--- src/rtl/seq_detect_ctrl_pkg.sv ---
// Shared definitions for the serial pattern detector: the state encoding and
// the default pattern length and counter width.
package seq_detect_ctrl_pkg;

    typedef enum logic [1:0] {
        ST_IDLE = 2'd0,
        ST_RUN  = 2'd1,
        ST_DONE = 2'd2
    } state_t;

    localparam int DEF_MAX_LEN = 8;
    localparam int DEF_CNT_W   = 8;

endpackage

--- src/rtl/seq_detect_ctrl_if.sv ---
// Configuration write channel: a valid/ready handshake carrying the pattern,
// its length, the overlap mode and the hit target.
interface seq_detect_ctrl_if
    import seq_detect_ctrl_pkg::*;
#(
    parameter int MAX_LEN = DEF_MAX_LEN,
    parameter int CNT_W   = DEF_CNT_W
);
    logic               cfg_valid;
    logic               cfg_ready;
    logic [MAX_LEN-1:0] cfg_pattern;
    logic [3:0]         cfg_len;
    logic               cfg_overlap;
    logic [CNT_W-1:0]   cfg_target;

    modport master (
        output cfg_valid, cfg_pattern, cfg_len, cfg_overlap, cfg_target,
        input  cfg_ready
    );

    modport slave (
        input  cfg_valid, cfg_pattern, cfg_len, cfg_overlap, cfg_target,
        output cfg_ready
    );
endinterface

--- src/rtl/seq_match_core.sv ---
// History shift register, fill counter and masked compare. o_hit reports a
// match that includes the bit being shifted in this cycle.
module seq_match_core #(
    parameter int MAX_LEN = 8
) (
    input  logic               clk,
    input  logic               rst,
    input  logic               i_clear,
    input  logic               i_shift,
    input  logic               i_din,
    input  logic [3:0]         i_len,
    input  logic [MAX_LEN-1:0] i_pattern,
    input  logic               i_overlap,
    output logic               o_hit
);
    localparam int FILL_W = $clog2(MAX_LEN + 1);

    logic [MAX_LEN-1:0] r_hist;
    logic [FILL_W-1:0]  r_fill;
    logic [MAX_LEN-1:0] w_next_hist;
    logic [FILL_W-1:0]  w_fill_inc;
    logic               w_match;

    assign w_next_hist = {r_hist[MAX_LEN-2:0], i_din};
    assign w_fill_inc  = (r_fill == FILL_W'(MAX_LEN)) ? r_fill : r_fill + 1'b1;

    // NOTE: w_match is given a value before the loop so no path leaves it unassigned (no latch).
    always_comb begin
        w_match = 1'b1;
        for (int i = 0; i < MAX_LEN; i++) begin
            if (i < int'(i_len) && w_next_hist[i] != i_pattern[i]) begin
                w_match = 1'b0;
            end
        end
    end

    assign o_hit = i_shift && w_match && (int'(w_fill_inc) >= int'(i_len));

    always_ff @(posedge clk or negedge rst) begin
        if (!rst) begin
            r_hist <= '0;
            r_fill <= '0;
        end else if (i_clear) begin
            r_hist <= '0;
            r_fill <= '0;
        end else if (i_shift) begin
            r_hist <= w_next_hist;
            // Non-overlapping mode restarts the fill so old bits cannot join the next match.
            r_fill <= (o_hit && !i_overlap) ? '0 : w_fill_inc;
        end
    end
endmodule

--- src/rtl/seq_detect_ctrl.sv ---
// Serial pattern detector: configuration registers, IDLE/RUN/DONE sequencing
// and a saturating hit counter around the seq_match_core compare engine.
module seq_detect_ctrl
    import seq_detect_ctrl_pkg::*;
#(
    parameter int MAX_LEN = DEF_MAX_LEN,
    parameter int CNT_W   = DEF_CNT_W
) (
    input  logic             clk,
    input  logic             rst,
    seq_detect_ctrl_if.slave cfg,
    input  logic             start,
    input  logic             abort,
    input  logic             din,
    input  logic             din_valid,
    output logic             z,
    output logic             busy,
    output logic             done,
    output logic             cfg_err,
    output logic [CNT_W-1:0] hit_count
);
    localparam logic [4:0] LEN_MAX = 5'(MAX_LEN);

    state_t             r_state;
    logic [MAX_LEN-1:0] r_pattern;
    logic [3:0]         r_len;
    logic               r_overlap;
    logic [CNT_W-1:0]   r_target;
    logic               r_cfg_err;
    logic               r_z;
    logic               r_busy;
    logic               r_done;
    logic [CNT_W-1:0]   r_hit_count;

    logic               w_clear;
    logic               w_shift;
    logic               w_hit;
    logic [CNT_W-1:0]   w_count_inc;

    assign cfg.cfg_ready = (r_state == ST_IDLE);
    assign w_clear       = (r_state == ST_IDLE) && start && !r_cfg_err;
    // Abort takes priority over a completing bit, so the bit is never shifted in.
    assign w_shift       = (r_state == ST_RUN) && din_valid && !abort;
    assign w_count_inc   = (&r_hit_count) ? r_hit_count : r_hit_count + 1'b1;

    seq_match_core #(.MAX_LEN(MAX_LEN)) u_core (
        .clk       (clk),
        .rst       (rst),
        .i_clear   (w_clear),
        .i_shift   (w_shift),
        .i_din     (din),
        .i_len     (r_len),
        .i_pattern (r_pattern),
        .i_overlap (r_overlap),
        .o_hit     (w_hit)
    );

    // NOTE: sequential state uses non-blocking assignments so every register samples pre-edge values.
    always_ff @(posedge clk or negedge rst) begin
        if (!rst) begin
            r_state     <= ST_IDLE;
            r_pattern   <= '0;
            r_len       <= 4'd1;
            r_overlap   <= 1'b0;
            r_target    <= '0;
            r_cfg_err   <= 1'b0;
            r_z         <= 1'b0;
            r_busy      <= 1'b0;
            r_done      <= 1'b0;
            r_hit_count <= '0;
        end else begin
            r_z    <= 1'b0;
            r_done <= 1'b0;
            case (r_state)
                ST_IDLE: begin
                    if (cfg.cfg_valid) begin
                        r_pattern <= cfg.cfg_pattern;
                        r_len     <= cfg.cfg_len;
                        r_overlap <= cfg.cfg_overlap;
                        r_target  <= cfg.cfg_target;
                        r_cfg_err <= (cfg.cfg_len == 4'd0) || ({1'b0, cfg.cfg_len} > LEN_MAX);
                    end
                    if (start && !r_cfg_err) begin
                        r_state     <= ST_RUN;
                        r_busy      <= 1'b1;
                        r_hit_count <= '0;
                    end
                end
                ST_RUN: begin
                    if (abort) begin
                        r_state <= ST_IDLE;
                        r_busy  <= 1'b0;
                    end else if (w_hit) begin
                        r_z         <= 1'b1;
                        r_hit_count <= w_count_inc;
                        if (r_target != '0 && w_count_inc == r_target) begin
                            r_state <= ST_DONE;
                            r_busy  <= 1'b0;
                            r_done  <= 1'b1;
                        end
                    end
                end
                ST_DONE: r_state <= ST_IDLE;
                default: begin
                    r_state <= ST_IDLE;
                    r_busy  <= 1'b0;
                end
            endcase
        end
    end

    assign z         = r_z;
    assign busy      = r_busy;
    assign done      = r_done;
    assign cfg_err   = r_cfg_err;
    assign hit_count = r_hit_count;
endmodule
--- src/flat_wrapper.sv ---
// flat-port wrapper written by rule: the top's interface ports become plain ports
module seq_detect_ctrl_flat import seq_detect_ctrl_pkg::*;
#(
    parameter int MAX_LEN = DEF_MAX_LEN,
    parameter int CNT_W   = DEF_CNT_W
)
  (clk, rst, start, abort, din, din_valid, z, busy, done, cfg_err, hit_count, cfg_cfg_valid, cfg_cfg_pattern, cfg_cfg_len, cfg_cfg_overlap, cfg_cfg_target, cfg_cfg_ready);
  seq_detect_ctrl_if #(.MAX_LEN(MAX_LEN), .CNT_W(CNT_W)) cfg_i ();
  input  logic clk;
  input  logic rst;
  input  logic start;
  input  logic abort;
  input  logic din;
  input  logic din_valid;
  output logic z;
  output logic busy;
  output logic done;
  output logic cfg_err;
  output logic [CNT_W-1:0] hit_count;
  input wire logic [$bits(cfg_i.cfg_valid)-1:0] cfg_cfg_valid;
  input wire logic [$bits(cfg_i.cfg_pattern)-1:0] cfg_cfg_pattern;
  input wire logic [$bits(cfg_i.cfg_len)-1:0] cfg_cfg_len;
  input wire logic [$bits(cfg_i.cfg_overlap)-1:0] cfg_cfg_overlap;
  input wire logic [$bits(cfg_i.cfg_target)-1:0] cfg_cfg_target;
  output wire logic [$bits(cfg_i.cfg_ready)-1:0] cfg_cfg_ready;
  assign cfg_i.cfg_valid = cfg_cfg_valid;
  assign cfg_i.cfg_pattern = cfg_cfg_pattern;
  assign cfg_i.cfg_len = cfg_cfg_len;
  assign cfg_i.cfg_overlap = cfg_cfg_overlap;
  assign cfg_i.cfg_target = cfg_cfg_target;
  assign cfg_cfg_ready = cfg_i.cfg_ready;
  seq_detect_ctrl #(.MAX_LEN(MAX_LEN), .CNT_W(CNT_W)) u_core (.clk(clk), .rst(rst), .cfg(cfg_i), .start(start), .abort(abort), .din(din), .din_valid(din_valid), .z(z), .busy(busy), .done(done), .cfg_err(cfg_err), .hit_count(hit_count));
endmodule
--- config.mk ---
export PLATFORM = sky130hd
export DESIGN_NAME = seq_detect_ctrl_flat
export DESIGN_NICKNAME = d
export VERILOG_FILES = /design/src/rtl/seq_detect_ctrl_pkg.sv /design/src/rtl/seq_detect_ctrl_if.sv /design/src/rtl/seq_match_core.sv /design/src/rtl/seq_detect_ctrl.sv /design/src/flat_wrapper.sv
export SDC_FILE = /design/constraint.sdc
export NUM_CORES = 1
export LEC_CHECK = 0
export BUFFER_PORTS_ARGS = -buffer_cell sky130_fd_sc_hd__clkbuf_2
export CAP_MARGIN = 15
export CORE_ASPECT_RATIO = 1.1
export CORE_MARGIN = 2
export CORE_UTILIZATION = 25
export DETAILED_ROUTE_END_ITERATION = 7
export GPL_TIMING_DRIVEN = 0
export PLACE_DENSITY = 0.47
export RECOVER_POWER = 50
export SETUP_SLACK_MARGIN = 0.05
export SYNTH_ARGS = -nofsm -noshare
export SYNTH_HDL_FRONTEND = slang
export SYNTH_SLANG_ARGS = --single-unit
--- constraint.sdc ---
create_clock -name clk -period 2.8 [get_ports clk]
set_clock_uncertainty 0.1 [all_clocks]
set_input_delay 0.28 -clock clk [delete_from_list [all_inputs] [get_ports clk]]
set_output_delay 0.28 -clock clk [all_outputs]
set_load 0.05 [all_outputs]
==> results of run 1 <==
==> repair_timing <==
| item | in CTS | in global routing |
|---|---|---|
| hold endpoints to repair | 19 | 0 |
| endpoints found under the setup margin | 14 | 16 |
| gates cloned | 0 | 1 |
| resized for setup | 5 | 26 |
| setup buffers | 3 | 4 |
| pin swaps | 2 | 9 |
| hold buffers | 1 | 0 |
==> cell type report <==
type                    instances  area [um^2]
plain buffers                  12        63.81
clock buffers                   6        128.9
clock inverters                 2        13.76
fillers                      1136         6972
inverters                       9        33.78
multi-input cells             203         1506
flip-flops and latches         46         1152
well taps                     143        178.9
repair buffers                 51        295.3
==> power breakdown <==
group	switching, mW	leakage, nW	internal (mW)
clock	0.262	0.0708	0.332
combinational	0.425	0.838	0.365
sequential	0.139	0.586	0.798
==> synth_stat cells (2+ instances only) <==
| cell type | instances |
|---|---|
| sky130_fd_sc_hd__nor3_1 | 6 |
| sky130_fd_sc_hd__o2bb2a_1 | 2 |
| sky130_fd_sc_hd__o32ai_1 | 2 |
| sky130_fd_sc_hd__and3_1 | 4 |
| sky130_fd_sc_hd__a211oi_1 | 2 |
| sky130_fd_sc_hd__o2111a_1 | 2 |
| sky130_fd_sc_hd__a221oi_2 | 2 |
| sky130_fd_sc_hd__nor2b_1 | 3 |
| sky130_fd_sc_hd__ha_1 | 7 |
| sky130_fd_sc_hd__o2bb2ai_1 | 2 |
| sky130_fd_sc_hd__nor2_1 | 14 |
| sky130_fd_sc_hd__o21a_1 | 2 |
| sky130_fd_sc_hd__nand2b_1 | 2 |
| sky130_fd_sc_hd__o22a_1 | 2 |
| sky130_fd_sc_hd__o31a_1 | 2 |
| sky130_fd_sc_hd__a21o_1 | 2 |
| sky130_fd_sc_hd__or3_1 | 2 |
| sky130_fd_sc_hd__o31ai_1 | 2 |
| sky130_fd_sc_hd__xor2_1 | 7 |
| sky130_fd_sc_hd__mux2_2 | 18 |
| sky130_fd_sc_hd__inv_1 | 9 |
| sky130_fd_sc_hd__a21oi_1 | 11 |
| sky130_fd_sc_hd__and2_1 | 3 |
| sky130_fd_sc_hd__xnor2_1 | 6 |
| sky130_fd_sc_hd__mux2i_1 | 2 |
| sky130_fd_sc_hd__and4_1 | 2 |
| sky130_fd_sc_hd__nor4_1 | 4 |
| sky130_fd_sc_hd__clkbuf_1 | 12 |
| sky130_fd_sc_hd__nand2_1 | 31 |
| sky130_fd_sc_hd__dfrtp_1 | 45 |
| sky130_fd_sc_hd__nand3_1 | 15 |
| sky130_fd_sc_hd__o21ai_0 | 15 |
| sky130_fd_sc_hd__or4_1 | 3 |
| sky130_fd_sc_hd__nand4_1 | 3 |
==> per-stage QoR <==
step           TNS (ps)  setup WS, ps  cell area, um^2  hold WS [ps]  utilization [%]
6_report              0         38.20             3373         112.2            32.61
5_1_grt          -303.7        -56.05             3373         117.6            32.61
4_1_cts               0         46.59             3257         110.6            31.48
3_5_place_dp     -296.5        -165.5             3057         192.2            29.55
3_3_place_gp     -318.1        -139.6             3032         398.3            29.31
2_1_floorplan         0         138.4             2653        -115.6                -
==> worst max-delay path, cell delays in order (launching register included) <==
cell and delay [ps]:
sky130_fd_sc_hd__dfrtp_1 400, sky130_fd_sc_hd__inv_2 80, sky130_fd_sc_hd__ha_4 140, sky130_fd_sc_hd__nand2_4 60, sky130_fd_sc_hd__nor2_4 130, sky130_fd_sc_hd__xnor2_2 80
sky130_fd_sc_hd__ha_1 270, sky130_fd_sc_hd__nand2b_1 100, sky130_fd_sc_hd__a211o_1 120, sky130_fd_sc_hd__a21oi_1 60, sky130_fd_sc_hd__or4_4 620, sky130_fd_sc_hd__buf_12 180
sky130_fd_sc_hd__nand2_4 80, sky130_fd_sc_hd__o2bb2a_1 230
==> placed cells by master (no fill, tap or decap), types with 3 or more instances in the layout <==
| cell | n |
|---|---|
| sky130_fd_sc_hd__xnor2_1 | 5 |
| sky130_fd_sc_hd__clkbuf_2 | 38 |
| sky130_fd_sc_hd__buf_4 | 6 |
| sky130_fd_sc_hd__nor2b_1 | 3 |
| sky130_fd_sc_hd__ha_1 | 5 |
| sky130_fd_sc_hd__and3_1 | 3 |
| sky130_fd_sc_hd__or4_1 | 3 |
| sky130_fd_sc_hd__nor2_4 | 3 |
| sky130_fd_sc_hd__a21oi_1 | 11 |
| sky130_fd_sc_hd__xor2_1 | 7 |
| sky130_fd_sc_hd__o21ai_0 | 12 |
| sky130_fd_sc_hd__nand4_1 | 3 |
| sky130_fd_sc_hd__clkbuf_1 | 15 |
| sky130_fd_sc_hd__nor4_1 | 3 |
| sky130_fd_sc_hd__nor2_1 | 13 |
| sky130_fd_sc_hd__mux2_2 | 18 |
| sky130_fd_sc_hd__clkbuf_16 | 6 |
| sky130_fd_sc_hd__nand3_1 | 15 |
| sky130_fd_sc_hd__nand2_1 | 30 |
| sky130_fd_sc_hd__inv_1 | 7 |
| sky130_fd_sc_hd__a221oi_2 | 3 |
| sky130_fd_sc_hd__nor3_1 | 6 |
| sky130_fd_sc_hd__dfrtp_1 | 45 |
==> state kept, by name (all words and copies together), names as in the netlist, 2 cells and up <==
register	cells
u_core.hit_count	8
u_core.r_pattern	8
u_core.r_target	8
u_core.u_core.r_hist	7
u_core.r_len	4
u_core.u_core.r_fill	4
u_core.r_state	2
==> metal layers <==
layer / vias up / wire (um)
li1: 1107 / -
met1: 1130 / 3275
met2: 46 / 3755
met3: 6 / 267
met4: 0 / 54
met5: - / 0
==> worst paths after layout <==
kind | startpoint | endpoint | slack, ps | cells after the start
worst max-delay path | u_core.u_core.r_fill[0] | u_core.hit_count[6] | 40 | 13
worst min-delay path | cfg_cfg_len[1] | u_core.r_len[1] | 110 | 3
worst max register to register | u_core.u_core.r_fill[0] | u_core.hit_count[6] | 40 | 13
worst min register to register | u_core.u_core.r_hist[1] | u_core.u_core.r_hist[2] | 430 | 2
max in group asynchronous | rst | u_core.u_core.r_hist[1] | 730 | 3
min in group asynchronous | rst | u_core.z | 610 | 2
==> kinds of logic (layout without fill, tap and decap cells) <==
family | after synthesis | count (layout)
flip-flops | 46 | 46
multiplexers | 20 | 20
adder cells (fa/ha/maj) | 7 | 7
buffers and inverters | 22 | 80
XOR/XNOR | 13 | 13
AND/OR/NAND/NOR | 102 | 102
AO/OA/AOI/OAI | 61 | 61
==> out/qor_table.md, run 1 <==
| Item | This run |
|:---|:---|
| CTS clk-pin slew, worst paths | 70 ps |
| Fraction of the cycle the final worst path needs | 98.64% |
| Biggest area contributors in the synthesized netlist | sky130_fd_sc_hd__dfrtp_1, sky130_fd_sc_hd__mux2_2, sky130_fd_sc_hd__nand2_1 |
| Wire length of the first global-routing pass | 12300 um |
| Crit. End Element | flip-flop |
| Via count | 2289 |
| Part of the Yosys area used for sequential elements | 43.44% |
| Overall track demand over capacity in global routing | 13.63% |
| Mapped Avg Cell Area | 9.788 um^2 |
| Core Area | 10340 um^2 |
| Reported leakage power | 1.495 nW |
| Deepest level of the CTS H-tree | 2 |
| Wirelength, routed | 7353 um |
| Antenna diode count | 0 |
| Worst-margin pin slew | 1099 ps |
| Overall Power | 2.321 mW |
| TritonCTS clock tree | done |
| Max VDD drop | 239.9 uV |
| Slew headroom | 26.72% |
| Inst Count DP | 456 |
| 1st-pass router iterations | 4 |
| RSZ-0062 raised after global routing | true |
| Final count of pins violating max slew | 0 |
| Most used flip-flop cell after synthesis | sky130_fd_sc_hd__dfrtp_1 |
| Grt met3 use | 3.051% |
| Die span in y | 112.0 um |
| Final Non-Filler Cells | 472 |
| Die Footprint | 11450 um^2 |
| GPL Wtd Cong | 0.8114 |
| Grt peak-use layer | met2 |
| Root buffer cell | sky130_fd_sc_hd__clkbuf_16 |
| Number of max-cap violations | 0 |
| Multiplexer share of the synthesized area | 8.396% |
| Met1 capacity usage during global routing | 17.65% |
| Maximum number of pins on one net before global-route repair | 28 |
| Syn Inst Count | 271 |
| Number of endpoints failing setup at the final stage | 0 |
| Number of antenna violations at the first check in global routing | 0 |
| Complex-gate fraction of the synthesized area | 16.79% |
| Area growth, synth to finish | 27.17% |
| Final hold violation count | 0 |
| Worst Path Arrival | 2840 ps |
| Fraction of registers with async set/reset | 100.0% |
| Number of rows in the core area | 39 |
| Horizontal die dimension | 102.2 um |
| Number of DRC markers in iteration 0 | 77 |
| Remaining global-route overflow | 0 |
| Fraction of synthesized cell area in xor and xnor cells | 4.292% |
| Number of synthesis warnings | 0 |
| Post-Synth Simple-Gate Area | 20.38% |
| Clk sinks | 46 |
| Half-perimeter wire length after detailed placement | 5429 um |
| GR Util met2 | 23.29% |
| Detail-routed net length per standard cell | 15.58 um |
| Remaining design rule violation count | 0 |
| Number of buffers added on ports | 40 |
| Startpoint kind of the worst setup timing path | flip-flop |
| Portion of synthesized cell area occupied by the leading cell type | 42.45% |
| Skew-Pair Late Insertion Delay | 290 ps |
| Syn_nets | 306 |
| Effective utilization at floorplan | 25.64% |
| Number of different library cells in the post-synthesis netlist | 59 |
| Routed via count divided by cell count | 4.850 |
| Clock buffer count from CTS | 5 |
| Io pins | 41 |
| Class of the tightest hold or removal check | in2reg |
| Fin nets | 363 |
| Post-synthesis instance area | 2653 um^2 |
| Status | finished, final reports clean |
| Maximum operating frequency | 362.1 MHz |
| Antenna-violating nets left | 0 |
| EDFF count, synth | 0 |
| Number of global-route vias before repair | 2368 |
| Clock tree buffer depth | 2 |
| Synthesized-area fraction occupied by adder cells | 3.302% |
| Dominant combinational cell family by area after synthesis | simple AND/OR/NAND/NOR gates |
| Power per cell area | 688.0 nW/um^2 |
| Crit path time final | 2762 ps |
| Critical Path Fanout Max | 5 |
| Share of layout cells above drive strength 1 | 30.09% |
| Largest area contributor in the synthesized netlist | sky130_fd_sc_hd__dfrtp_1 |
| Post-synthesis register bit count | 46 |
| Path type of the worst setup path | reg2reg |
| Worst EP required | 2870 ps |
Note: power is estimated with default switching activity, not from simulation.
==> inputs of run 2 (changes only) <==
Settings changed: SYNTH_HIERARCHICAL set to 1.
Clock period 2.8 ns to 2.7 ns, I/O delays scaled along.
==> run 2 against run 1 <==
Against the previous run: the flow now finishes with violations (setup timing); non-clock buffer count grew 1; synthesized cell count fell by 11%; utilization down 0.092 points; sequential cell count stayed put; count of clock-buffer cells in the layout unchanged; sequential power is 4.3% higher; critical path type unchanged; highest routed layer unchanged.
==> out/qor_table.md, run 2 <==
| Item | This run | Change |
|:---|:---|:---|
| Status | finished, violations left | was finished, final reports clean |
| Failing checks | setup timing |  |
| Combinational Power Share | 33.4% | was 34.0% |
| Io pins | 41 | unchanged |
| Share of layout cells above drive strength 1 | 38.08% | was 30.09% |
| Area growth, synth to finish | 28.03% | was 27.17% |
| Clock tree buffer depth | 2 | unchanged |
| Launch point of the worst reg-to-reg path | u_core/u_core/r_fill[0] | was u_core.u_core.r_fill[0] |
| Fraction of power consumed by sequential logic | 41.5% | was 40.4% |
| Antenna-violating nets left | 0 | unchanged |
| Effective utilization at floorplan | 25.40% | was 25.64% |
| Worst EP required | 2770 ps | was 2870 ps |
| Worst Path Arrival | 3050 ps | was 2840 ps |
| Clock power frac | 25.1% | was 25.6% |
| Met1 capacity usage during global routing | 14.30% | was 17.65% |
| Overall Power | 2.354 mW | was 2.321 mW |
| Mapped Avg Cell Area | 10.80 um^2 | was 9.788 um^2 |
| Final design utilization | 32.52% | was 32.61% |
| Fraction of registers with async set/reset | 100.0% | unchanged |
| Inst Count DP | 405 | was 456 |
| Grt met3 use | 2.522% | was 3.051% |
| 1st-pass router iterations | 5 | was 4 |
| Count of filler cells inserted in the layout | 1055 | was 1136 |
| Syn Inst Count | 241 | was 271 |
| Hold-critical path depth | 3 | unchanged |
| Most frequent standard cell in the layout excluding fill and tap cells | sky130_fd_sc_hd__dfrtp_1 | unchanged |
| CTS clk-pin slew, worst paths | 60 ps | was 70 ps |
| TritonCTS clock tree | done | unchanged |
| Worst-case reg-to-reg path depth | 14 | was 13 |
| Post-route worst setup slack | -275.0 ps | was 38.20 ps |
| Highest-count cells in the layout ignoring fill and taps | sky130_fd_sc_hd__dfrtp_1, sky130_fd_sc_hd__clkbuf_2, sky130_fd_sc_hd__mux2_2 | was sky130_fd_sc_hd__dfrtp_1, sky130_fd_sc_hd__clkbuf_2, sky130_fd_sc_hd__nand2_1 |
| Die Footprint | 11240 um^2 | was 11450 um^2 |
| EDFF count, synth | 0 | unchanged |
| Power per cell area | 706.5 nW/um^2 | was 688.0 nW/um^2 |
| Remaining design rule violation count | 0 | unchanged |
| Portion of synthesized cell area occupied by the leading cell type | 43.27% | was 42.45% |
| Switching pwr | 804.8 uW | was 825.5 uW |
| Number of synthesis warnings | 6 | was 0 |
| Number of DRC markers in iteration 0 | 65 | was 77 |
| Internal Pwr Total | 1.549 mW | was 1.495 mW |
| Wire length of the first global-routing pass | 10280 um | was 12300 um |
| Skew-Pair Late Insertion Delay | 280 ps | was 290 ps |
| Via count | 2047 | was 2289 |
| Largest area contributor in the synthesized netlist | sky130_fd_sc_hd__dfrtp_1 | unchanged |
| Fraction of the cycle the final worst path needs | 110.2% | was 98.64% |
| Part of the Yosys area used for sequential elements | 44.28% | was 43.44% |
| Number of buffers added on ports | 40 | unchanged |
| GPL Wtd Cong | 0.7823 | was 0.8114 |
| Worst-case hold slack | 92.28 ps | was 112.2 ps |
| Slew headroom | 44.80% | was 26.72% |
| Max VDD drop | 430.3 uV | was 239.9 uV |
| Post-synthesis register bit count | 46 | unchanged |
| Number of global-route vias before repair | 2037 | was 2368 |
| RSZ-0062 raised after global routing | true | unchanged |
| Final count of pins violating max slew | 0 | unchanged |
| Number of rows in the core area | 39 | unchanged |
| Routed via count divided by cell count | 4.816 | was 4.850 |
| Number of max-cap violations | 0 | unchanged |
| Startpoint kind of the worst setup timing path | flip-flop | unchanged |
| Crit. End Element | flip-flop | unchanged |
| Post-synthesis instance area | 2602 um^2 | was 2653 um^2 |
| Final Non-Filler Cells | 425 | was 472 |
| Antenna diode count | 0 | unchanged |
| GR Util met2 | 20.49% | was 23.29% |
| Maximum operating frequency | 336.1 MHz | was 362.1 MHz |
| Most numerous cell in the Yosys netlist | sky130_fd_sc_hd__dfrtp_1 | unchanged |
| Syn_nets | 276 | was 306 |
| Path type of the worst setup path | reg2reg | unchanged |
| Top cells by instance count after synthesis | sky130_fd_sc_hd__dfrtp_1, sky130_fd_sc_hd__nor2_1, sky130_fd_sc_hd__mux2_2, sky130_fd_sc_hd__xor2_1 | was sky130_fd_sc_hd__dfrtp_1, sky130_fd_sc_hd__nand2_1, sky130_fd_sc_hd__mux2_2, sky130_fd_sc_hd__nand3_1, sky130_fd_sc_hd__o21ai_0 |
| Clock buffer count from CTS | 5 | unchanged |
| Final hold violation count | 0 | unchanged |
| Number of different library cells in the post-synthesis netlist | 53 | was 59 |
| Core Area | 10250 um^2 | was 10340 um^2 |
| Die span in y | 111.0 um | was 112.0 um |
| Hold path start | cfg_cfg_target[6] | was cfg_cfg_len[1] |
| Critical Path Fanout Max | 4 | was 5 |
| Wirelength, routed | 6118 um | was 7353 um |
| Fin nets | 337 | was 363 |
| Crit path time final | 2975 ps | was 2762 ps |
| Deepest level of the CTS H-tree | 2 | unchanged |
| Final Instance Area | 3332 um^2 | was 3373 um^2 |
| Overall track demand over capacity in global routing | 11.63% | was 13.63% |
| Start point of the critical path | u_core/u_core/r_fill[0] | was u_core.u_core.r_fill[0] |
| Reported leakage power | 1.448 nW | was 1.495 nW |
| Most used flip-flop cell after synthesis | sky130_fd_sc_hd__dfrtp_1 | unchanged |
| Switching portion of total power | 34.19% | was 35.57% |
| Horizontal die dimension | 101.3 um | was 102.2 um |
| Root buffer cell | sky130_fd_sc_hd__clkbuf_16 | unchanged |
| Grt peak-use layer | met2 | unchanged |
| Worst-margin pin slew | 827.9 ps | was 1099 ps |
| Detail-routed net length per standard cell | 14.40 um | was 15.58 um |
| Aggregate negative setup slack | -1861 ps | was 0 ps |
| Clk sinks | 46 | unchanged |
| Half-perimeter wire length after detailed placement | 4627 um | was 5429 um |
| Biggest area contributors in the synthesized netlist | sky130_fd_sc_hd__dfrtp_1, sky130_fd_sc_hd__mux2_2, sky130_fd_sc_hd__xor2_1 | was sky130_fd_sc_hd__dfrtp_1, sky130_fd_sc_hd__mux2_2, sky130_fd_sc_hd__nand2_1 |
| Total cell area at the placement stage | 3009 um^2 | was 3057 um^2 |
| Number of antenna violations at the first check in global routing | 0 | unchanged |
| Maximum number of pins on one net before global-route repair | 34 | was 28 |
| Class of the tightest hold or removal check | in2reg | unchanged |
| Minimum setup slack after placement | -492.8 ps | was -165.5 ps |
| Remaining global-route overflow | 0 | unchanged |
| Number of endpoints failing setup at the final stage | 12 | was 0 |
-- run 2: cell types whose count changed in the layout (fill, tap and decap cells not counted), moves of 6 or more --
cell	change
sky130_fd_sc_hd__buf_6	+6
sky130_fd_sc_hd__clkbuf_1	-9
sky130_fd_sc_hd__mux2i_1	+8
sky130_fd_sc_hd__nand2_1	-22
sky130_fd_sc_hd__nand3_1	-10
sky130_fd_sc_hd__o21ai_0	-6
sky130_fd_sc_hd__xor2_1	+7
-- run 2: critical path, stage by stage (launching register included) --
cell and delay (ps):
sky130_fd_sc_hd__dfrtp_1 420, sky130_fd_sc_hd__inv_2 70, sky130_fd_sc_hd__ha_4 160, sky130_fd_sc_hd__nand2_4 80, sky130_fd_sc_hd__nor2_4 40, sky130_fd_sc_hd__xnor2_1 130
sky130_fd_sc_hd__ha_1 270, sky130_fd_sc_hd__o21ai_1 70, sky130_fd_sc_hd__a221o_1 370, sky130_fd_sc_hd__nor3_4 270, sky130_fd_sc_hd__o41ai_4 130, sky130_fd_sc_hd__a2111oi_4 230
sky130_fd_sc_hd__nand4_2 190, sky130_fd_sc_hd__buf_6 170, sky130_fd_sc_hd__a31o_2 180
-- run 2: final timing paths --
kind	slack, ps	end
min in group asynchronous	470	u_core/r_target[3]
max in group asynchronous	760	u_core/u_core/r_hist[2]
worst min register to register	410	u_core/r_overlap
worst min-delay path	90	u_core/r_target[6]
worst max register to register	-280	u_core/r_state[0]
worst max-delay path	-280	u_core/r_state[0]
-- run 2: layout make-up --
type / count / area [um^2] / area share, %
repair buffers: 54 / 315.3 / 9.463
flip-flops and latches: 46 / 1152 / 34.59
well taps: 123 / 153.9 / 4.619
clock buffers: 6 / 128.9 / 3.868
multi-input cells: 173 / 1451 / 43.56
inverters: 12 / 50.05 / 1.502
clock inverters: 1 / 7.507 / 0.2253
plain buffers: 10 / 72.57 / 2.178
-- run 2: cells by family (layout without fill, tap and decap cells) --
group,Yosys count,in the layout,share of synthesized area [%]
compound gates,42,42,12.55
xor+xnor,19,19,6.394
fa+ha+maj,7,7,3.365
buf+inv,22,83,4.519
flops,46,46,44.28
mux,31,31,12.98
simple gates,74,74,15.91
-- run 2: timing repair --
action                                  4_1_cts  5_1_grt
hold buffers                                  1        0
setup buffers                                10        2
gates resized for setup                      14       11
endpoints found under the setup margin       12       14
hold endpoints to repair                     13        0
pin swaps                                     5        6
-- run 2: metal layers --
layer	wire length (um)	vias up
met5	0	-
met4	61	0
met3	210	9
met2	3224	43
met1	2622	1004
li1	-	991
-- run 2: power by group through the flow --
stage               combinational, mW  clock (mW)  sequential, mW
finish                          0.786       0.591           0.977
global route                    0.880       0.646            1.01
CTS                             0.790       0.622           0.977
detailed placement              0.695           0           0.990
global placement                0.681           0           0.991
floorplan                       0.510           0           0.984
==> inputs of run 3 (changes only) <==
Settings changed: CORE_UTILIZATION 25 to 56, PLACE_DENSITY 0.47 to 0.84.
==> run 3 against run 2 <==
Against the previous run: the run still ends with setup timing left; combinational power is 2.5% lower; via count is 2.9% higher; final cell count is 15% lower; clock power is 9.5% lower; critical path type unchanged; highest routed layer unchanged.
==> out/qor_table.md, run 3 (same netlist as run 2, synthesis figures left out) <==
| Item | This run | Change |
|:---|:---|:---|
| Max VDD drop | 405.2 uV | was 430.3 uV |
| Longest individual stage delay on the worst path | 440 ps | was 420 ps |
| Number of endpoints failing setup at the final stage | 12 | unchanged |
| Start point of the critical path | u_core/u_core/r_fill[0] | unchanged |
| Root buffer cell | sky130_fd_sc_hd__clkbuf_8 | was sky130_fd_sc_hd__clkbuf_16 |
| Number of max-cap violations | 0 | unchanged |
| Overall Power | 2.288 mW | was 2.354 mW |
| Clock power frac | 23.4% | was 25.1% |
| Core Area | 4554 um^2 | was 10250 um^2 |
| Horizontal die dimension | 69 um | was 101.3 um |
| Power per cell area | 709.9 nW/um^2 | was 706.5 nW/um^2 |
| GPL Wtd Cong | 0.8490 | was 0.7823 |
| Total cell area at the placement stage | 2905 um^2 | was 3009 um^2 |
| Reported leakage power | 1.455 nW | was 1.448 nW |
| Number of antenna violations at the first check in global routing | 0 | unchanged |
| Antenna diode count | 0 | unchanged |
| Overall track demand over capacity in global routing | 22.85% | was 11.63% |
| Worst Path Arrival | 3090 ps | was 3050 ps |
| TritonCTS clock tree | done | unchanged |
| Maximum number of pins on one net before global-route repair | 47 | was 34 |
| Internal Pwr Total | 1.484 mW | was 1.549 mW |
| Termination of the worst setup path | u_core/busy | was u_core/r_state[0] |
| Final Instance Area | 3223 um^2 | was 3332 um^2 |
| Worst-case hold slack | 68.05 ps | was 92.28 ps |
| Routed via count divided by cell count | 5.804 | was 4.816 |
| Remaining global-route overflow | 0 | unchanged |
| Number of rows in the core area | 26 | was 39 |
| Area growth, synth to finish | 23.85% | was 28.03% |
| Crit. End Element | flip-flop | unchanged |
| Slew headroom | 41.41% | was 44.80% |
| Critical Path Fanout Max | 3 | was 4 |
| Detail-routed net length per standard cell | 16.01 um | was 14.40 um |
| Hold path start | cfg_cfg_target[6] | unchanged |
| Highest-count cells in the layout ignoring fill and taps | sky130_fd_sc_hd__dfrtp_1, sky130_fd_sc_hd__clkbuf_2, sky130_fd_sc_hd__mux2_2 | unchanged |
| Via count | 2107 | was 2047 |
| Status | finished, violations left | unchanged |
| Fraction of power consumed by sequential logic | 43.2% | was 41.5% |
| Cell with the biggest individual delay on the critical path | sky130_fd_sc_hd__dfrtp_2 | was sky130_fd_sc_hd__dfrtp_1 |
| Worst-case reg-to-reg path depth | 13 | was 14 |
| Capturing point of the worst reg2reg path | u_core/busy | was u_core/r_state[0] |
| Most frequent standard cell in the layout excluding fill and tap cells | sky130_fd_sc_hd__dfrtp_1 | unchanged |
| Switching pwr | 804.1 uW | was 804.8 uW |
| Share of layout cells above drive strength 1 | 39.41% | was 38.08% |
| Deepest level of the CTS H-tree | 2 | unchanged |
| Setup slack of the most critical reg-to-reg path | -290 ps | was -280 ps |
| Number of global-route vias before repair | 2028 | was 2037 |
| Io pins | 41 | unchanged |
| Area of the multi-input gates | 1419 um^2 | was 1451 um^2 |
| Minimum setup slack after placement | -417.2 ps | was -492.8 ps |
| Path type of the worst setup path | reg2reg | unchanged |
| Antenna-violating nets left | 0 | unchanged |
| Final count of pins violating max slew | 0 | unchanged |
| Count of filler cells inserted in the layout | 345 | was 1055 |
| Class of the tightest hold or removal check | in2reg | unchanged |
| Final hold violation count | 0 | unchanged |
| Clock tree buffer depth | 2 | unchanged |
| Crit path time final | 2994 ps | was 2975 ps |
| Die span in y | 75.50 um | was 111.0 um |
| Die Footprint | 5210 um^2 | was 11240 um^2 |
| Launch point of the worst reg-to-reg path | u_core/u_core/r_fill[0] | unchanged |
| Cell chain of the critical path | inv_2 > ha_4 > nand2_4 > nor2_4 > xnor2_2 > ha_1 > o21ai_1 > a221o_1 > nor3_2 > o41ai_2 > a2111oi_4 > nand4_2 > a311o_1 | was inv_2 > ha_4 > nand2_4 > nor2_4 > xnor2_1 > ha_1 > o21ai_1 > a221o_1 > nor3_4 > o41ai_4 > a2111oi_4 > nand4_2 > buf_6 > a31o_2 |
| Number of DRC markers in iteration 0 | 127 | was 65 |
| Combinational Power Share | 33.5% | was 33.4% |
| Fraction of the cycle the final worst path needs | 110.9% | was 110.2% |
| CTS clk-pin slew, worst paths | 90 ps | was 60 ps |
| Area taken by flip-flops and latches | 1154 um^2 | was 1152 um^2 |
| Startpoint kind of the worst setup timing path | flip-flop | unchanged |
| Wire length of the first global-routing pass | 9349 um | was 10280 um |
| Failing checks | setup timing | unchanged |
| Worst EP required | 2800 ps | was 2770 ps |
| Worst-margin pin slew | 878.9 ps | was 827.9 ps |
| Number of buffers added on ports | 40 | unchanged |
| Skew-Pair Late Insertion Delay | 300 ps | was 280 ps |
| Clk sinks | 46 | unchanged |
| RSZ-0062 raised after global routing | true | unchanged |
| Maximum operating frequency | 334.0 MHz | was 336.1 MHz |
| Wirelength, routed | 5811 um | was 6118 um |
| Half-perimeter wire length after detailed placement | 3967 um | was 4627 um |
| Fin nets | 341 | was 337 |
| Clock buffer count from CTS | 5 | unchanged |
| 1st-pass router iterations | 4 | was 5 |
| Post-route worst setup slack | -294.2 ps | was -275.0 ps |
| Effective utilization at floorplan | 57.14% | was 25.40% |
| Remaining design rule violation count | 0 | unchanged |
| Switching portion of total power | 35.14% | was 34.19% |
==> run 3: power groups by stage <==
stage          clock network, mW  logic, mW  registers [mW]
6_report                   0.535      0.766           0.987
5_1_grt                    0.573      0.840            1.01
4_1_cts                    0.548      0.740           0.984
3_5_place_dp                   0      0.678           0.995
3_3_place_gp                   0      0.651           0.988
2_1_floorplan                  0      0.510           0.984
==> run 3: worst max-delay path, delay by kind of cell, from the launching register on <==
family / cells / cell delay (ps)
simple gates: 4 / 580
xor+xnor: 1 / 70
fa+ha+maj: 2 / 420
compound gates: 5 / 1180
flops: 1 / 440
buf+inv: 1 / 90
==> run 3: how the worst min path moves through the flow <==
stage,to,slack (ps),cells after the start
floorplan,u_core/busy,-130,0
global placement,u_core/r_target[6],380,3
detailed placement,u_core/r_target[6],380,3
CTS,u_core/r_target[6],60,3
global route,u_core/r_target[6],80,3
finish,u_core/r_target[6],70,3
==> run 3: timing repair <==
| action | 4_1_cts | 5_1_grt |
|---|---|---|
| hold endpoints to repair | 0 | 10 |
| pin swaps | 4 | 9 |
| setup buffers | 12 | 4 |
| hold buffers | 0 | 1 |
| setup endpoints to repair | 12 | 13 |
| resized for setup | 16 | 3 |
==> run 3: final cells by class <==
class,count,area share (%)
timing repair buffer,58,10.60
clock buffer,5,2.135
tap,56,2.174
inverter,12,1.553
sequential,46,35.79
clock inverter,3,1.475
buffer,10,2.252
multi-input combinational,173,44.02
==> run 3: per-layer routing <==
metal  wire, um  GRT usage, %
met5          0             0
met1       2453         27.59
met3        236         4.497
met2       3039         42.09
met4         82         7.190
==> run 3: per-stage QoR <==
step	util, %	instances	TNS [ps]
global route	70.77	363	-3607
CTS	69.53	357	-1691
detailed placement	63.79	337	-2284
finish	70.77	363	-2021
floorplan	-	241	-118.3
global placement	63.79	337	-1590
